**config.mk**
```make
export PLATFORM = sky130hd
export DESIGN_NAME = filter_line_ctrl
export DESIGN_NICKNAME = d
export VERILOG_FILES = /design/src/rtl/filter_line_ctrl.sv
export SDC_FILE = /design/constraint.sdc
export NUM_CORES = 1
export LEC_CHECK = 0
export ABC_AREA = 1
export CAP_MARGIN = 0
export CORE_MARGIN = 4
export CORE_UTILIZATION = 30
export CTS_CLUSTER_DIAMETER = 50
export CTS_CLUSTER_SIZE = 28
export DETAILED_ROUTE_END_ITERATION = 8
export DONT_BUFFER_PORTS = 1
export PLACE_DENSITY = 0.44
export SYNTH_ARGS = -nofsm -noshare
export SYNTH_HDL_FRONTEND = slang
export SYNTH_SLANG_ARGS = --single-unit
export TNS_END_PERCENT = 30
```
**constraint.sdc**
```tcl
create_clock -name clk -period 29.9 [get_ports clk]
set_input_delay 7.475 -clock clk [delete_from_list [all_inputs] [get_ports clk]]
set_output_delay 7.475 -clock clk [all_outputs]
set_load 0.02 [all_outputs]
```
**src/rtl/filter_line_ctrl.sv**
```systemverilog
// filter_line_ctrl
//   Sequences the half-pel / quarter-pel line interpolation datapath over a
//   block of rows. On start, each 8-pixel row is read from the reference line
//   memory and driven onto cur_pix. The combinational filter results are then
//   registered and presented downstream on a valid/ready handshake.
//
// Ports
//   clk, rst       clock; asynchronous active-high reset
//   start          command pulse, sampled only in IDLE
//   base_addr      line-memory address of row 0 (captured on start)
//   num_rows       rows to process (captured on start; 0 = no rows)
//   busy           high in every state except IDLE
//   done           one-cycle pulse after the last row is accepted
//   mem_rd_en      line-memory read strobe (one cycle per row)
//   mem_rd_addr    line-memory read address; holds between reads
//   mem_rd_data    read data, valid one cycle after mem_rd_en
//   cur_pix        registered row to the filters, pixel 0 in [7:0]
//   half_pix       combinational half-pel result from filter_half
//   quarter_pix    combinational quarter-pel result from filter_quarter
//   out_valid      result valid
//   out_ready      downstream accepts the result
//   out_half       registered half-pel row
//   out_quarter    registered quarter-pel row
//   out_row        0-based index of the presented row
module filter_line_ctrl #(
    parameter int ROW_W     = 64,
    parameter int HALF_W    = 56,
    parameter int QUARTER_W = 112,
    parameter int ADDR_W    = 6,
    parameter int CNT_W     = 6
) (
    input  logic                 clk,
    input  logic                 rst,
    input  logic                 start,
    input  logic [ADDR_W-1:0]    base_addr,
    input  logic [CNT_W-1:0]     num_rows,
    output logic                 busy,
    output logic                 done,
    output logic                 mem_rd_en,
    output logic [ADDR_W-1:0]    mem_rd_addr,
    input  logic [ROW_W-1:0]     mem_rd_data,
    output logic [ROW_W-1:0]     cur_pix,
    input  logic [HALF_W-1:0]    half_pix,
    input  logic [QUARTER_W-1:0] quarter_pix,
    output logic                 out_valid,
    input  logic                 out_ready,
    output logic [HALF_W-1:0]    out_half,
    output logic [QUARTER_W-1:0] out_quarter,
    output logic [CNT_W-1:0]     out_row
);

    typedef enum logic [2:0] {
        S_IDLE,
        S_READ,
        S_LOAD,
        S_FILT,
        S_OUT,
        S_DONE
    } state_t;

    state_t              r_state;
    logic [ADDR_W-1:0]   r_base;
    logic [CNT_W-1:0]    r_count;
    logic [CNT_W-1:0]    r_row;

    logic [CNT_W-1:0]    w_row_inc;
    logic [ADDR_W-1:0]   w_addr_inc;
    logic                w_last_row;

    // The read strobe and address are registered, so the address for the
    // next row is formed one state early (on the OUT handshake).
    always_comb begin
        w_row_inc  = r_row + CNT_W'(1);
        w_addr_inc = r_base + ADDR_W'(w_row_inc);
        w_last_row = (r_row == (r_count - CNT_W'(1)));
    end

    assign busy = (r_state != S_IDLE);

    always_ff @(posedge clk or posedge rst) begin
        if (rst) begin
            r_state     <= S_IDLE;
            r_base      <= '0;
            r_count     <= '0;
            r_row       <= '0;
            done        <= 1'b0;
            mem_rd_en   <= 1'b0;
            mem_rd_addr <= '0;
            cur_pix     <= '0;
            out_valid   <= 1'b0;
            out_half    <= '0;
            out_quarter <= '0;
            out_row     <= '0;
        end else begin
            case (r_state)
                S_IDLE: begin
                    if (start) begin
                        r_base  <= base_addr;
                        r_count <= num_rows;
                        r_row   <= '0;
                        if (num_rows == '0) begin
                            done    <= 1'b1;
                            r_state <= S_DONE;
                        end else begin
                            mem_rd_en   <= 1'b1;
                            mem_rd_addr <= base_addr;
                            r_state     <= S_READ;
                        end
                    end
                end
                S_READ: begin
                    mem_rd_en <= 1'b0;
                    r_state   <= S_LOAD;
                end
                S_LOAD: begin
                    cur_pix <= mem_rd_data;
                    r_state <= S_FILT;
                end
                S_FILT: begin
                    out_half    <= half_pix;
                    out_quarter <= quarter_pix;
                    out_row     <= r_row;
                    out_valid   <= 1'b1;
                    r_state     <= S_OUT;
                end
                S_OUT: begin
                    if (out_ready) begin
                        out_valid <= 1'b0;
                        if (w_last_row) begin
                            done    <= 1'b1;
                            r_state <= S_DONE;
                        end else begin
                            r_row       <= w_row_inc;
                            mem_rd_en   <= 1'b1;
                            mem_rd_addr <= w_addr_inc;
                            r_state     <= S_READ;
                        end
                    end
                end
                S_DONE: begin
                    done    <= 1'b0;
                    r_state <= S_IDLE;
                end
                default: begin
                    r_state <= S_IDLE;
                end
            endcase
        end
    end

endmodule

```
==> impl_metrics.toml <==
[floorplanning]
die_w_um = 196.7
die_h_um = 196.7
ios = 496
fp-row-count = 68
die_area_sq_mm = 0.03869
initial_core_util_pct = 30.70
core_sq_mm = 0.03480

[routing]
antenna_left = 0
routed_wl_mm = 28.94
drt_first_pass_iters = 4
dr_total_vias = 5981
drt_iter0_markers = 194
vias_per_cell = 4.762
wl_per_cell_um = 23.04
route.detailed.drc = 0

[placed_design]
gp_congestion = 0.8030
place_area_sq_mm = 0.01113
portBuffers = 0
hpwl_mm = 22.05
dp_cells = 1192

[cts]
cts_resized = 0
cts.sinks = 268
numCtsBuffers = 35
clockRootBuffer = "clkbuf_16"
clk_pin_slew_worst_paths_ns = 0.05
postCtsHoldBufs = 0
cts_tree = "done"
cts-htree-levels = 2
postCtsSetupBuffers = 0
insertion_delay_ns = 0.52
clock_path_buffers = 3

[finish]
fin_cells = 1256
antenna_cells = 0
n_fill_cell = 3321
finalInstanceArea_sq_mm = 0.01235
nets = 1030
drive_gt1_share_pct = 41.32
syn2layout_area_growth_pct = 15.61

[global_route]
grt_pass1_wl_mm = 42.30
grt_max_degree = 128
antenna_found_initial = 2
grt_pass1_vias = 6654
grt_overflow = 0
grt_usage_pct = 14.13

[synthesis]
async_flop_share_pct = 100.0
synth_seq_area_share_pct = 62.79
yosysMostFrequentCell = "dfrtp_1"
syn-num-nets = 1019
synthFlopType = "dfrtp_1"
synth.avg_cell_area_sq_um = 14.00
ys_top_cells_by_count = "268 x dfrtp_1, 236 x mux2_2, 89 x nand2_1"
syn-cell-area_sq_mm = 0.01068
yosys_warnings = 0
synthTopCellsByArea = "dfrtp_1 63%, mux2_2 25%, nand2_1 3.1%"
ys_ff_latch = 268
synth.distinct_cells = 29
syn-instance-count = 763
yosysTopAreaCellShare_pct = 62.79
synth_edf_count = 0
yosysTopAreaCell = "dfrtp_1"

[job]
drv_cap = 0

[setup_path]
critPathMaxStageDelay_ns = 0.48
startpoint_type = "flop"
cp_top_family = "flip-flops"
crit_path_max_fanout = 5
required_ns = 22.43
crit_cells = 4
crit_path_end_kind = "output port"
path_cells = "nor2_4, inv_2, nor2_4, inv_2"
r2r_cells = 11
cp_num_buf_inv = 2
worst_ep_arrival_time_ns = 1.50
crit_slowest_cell = "dfrtp_1"
worstSetupPathType = "flop to output port"

[timing]
worst_pin_slew_ns = 1.233
max_freq_mhz = 111.5
tns_ns = 0
rsz0062_at_grt = "false"
min_period_over_period_pct = 30.00
setup_violations = 0
final-max-slew-violation-count = 0
post-route-min-period_ns = 8.971
relSlewSlack_pct = 17.77
final_hold_viol_count = 0
skew_ns = 0.01206

[pwr]
powerDensity_mw_per_mm2 = 140.7
p_leak_nw = 5.397
ir_drop_v = 0.00005787

[status]
status = "complete, no violations"

[worst_hold_path]
hold_path.class = "flop to flop"
hold_depth = 2
tightest hold or removal path, cell delays in order, from the launching register on:
cell     delay (ns)
dfrtp_1        0.35
nand2_1        0.05
o21ai_0        0.06
stage by stage:
stage	power, mW	worst slack (ns)	hold WS, ns	util [%]
2_1_floorplan	1.200	15.04	0.4594	-
3_3_place_gp	1.313	20.76	0.4821	32.00
3_5_place_dp	1.331	20.63	0.4992	32.00
4_1_cts	1.771	20.86	0.5123	35.49
5_1_grt	1.834	20.79	0.5312	35.49
6_report	1.737	20.93	0.5036	35.49
power by group:
part	total (mW)	switching [mW]	internal (mW)
logic	0.397	0.172	0.224
clock network	0.427	0.171	0.256
registers	0.913	0.369	0.544
final cells by class:
class / instances / area [sq um] / area share (%)
multi-input combinational: 430 / 3686 / 29.85
inverter: 34 / 135.1 / 1.094
sequential: 268 / 6706 / 54.31
timing repair buffer: 5 / 37.54 / 0.3040
clock inverter: 24 / 290.3 / 2.351
clock buffer: 40 / 924.6 / 7.487
tap: 455 / 569.3 / 4.610
flip-flops by register name, indices dropped and copies added, names as in the netlist, 3 cells and up:
name         count
mem_rd_addr      6
r_base           6
out_quarter    112
out_half        56
r_row            6
out_row          6
r_state          3
r_count          6
cur_pix         64
worst paths after layout:
kind                       startpoint              to  slack [ns]
setup reg to reg             r_row[0]  mem_rd_addr[5]       27.50
min in group asynchronous         rst    out_half[49]        6.97
hold reg to reg             r_base[2]       r_base[2]        0.50
setup / recovery           r_state[0]            busy       20.93
hold / removal              r_base[2]       r_base[2]        0.50
max in group asynchronous         rst      r_state[1]       21.28
logic make-up (layout without fill, tap and decap cells):
logic type | count (synthesis) | after routing | share of synthesized area (%)
compound gates | 36 | 36 | 1.898
buf+inv | 65 | 103 | 2.870
xor+xnor | 5 | 5 | 0.4101
mux | 236 | 236 | 24.88
flops | 268 | 268 | 62.79
fa+ha+maj | 8 | 8 | 1.007
simple gates | 145 | 145 | 6.150
cells in the final DEF, fill, tap and decap left out, types with 4 or more instances in the layout:
master | Yosys | routed
nand2_1 | 89 | 89
buf_4 | 5 | 5
nand3_1 | 19 | 17
o21ai_0 | 15 | 15
nand2_2 | 6 | 6
nor2_1 | 20 | 20
inv_6 | 0 | 4
clkinv_2 | 0 | 4
a21oi_1 | 12 | 12
clkinv_4 | 0 | 7
nor2_4 | 4 | 4
inv_1 | 28 | 27
mux2_2 | 236 | 236
inv_2 | 6 | 6
dfrtp_1 | 268 | 268
o21ai_2 | 4 | 4
clkbuf_16 | 0 | 35
ha_1 | 7 | 7
per-layer routing:
metal / track usage, % / vias up / share of wire (%)
li1: - / 2629 / -
met1: 14.33 / 2957 / 33
met2: 25.77 / 331 / 53
met3: 6.667 / 60 / 11
met4: 4.417 / 4 / 2.6
met5: 0 / - / 0.093
(Power assumes the default switching activity.)
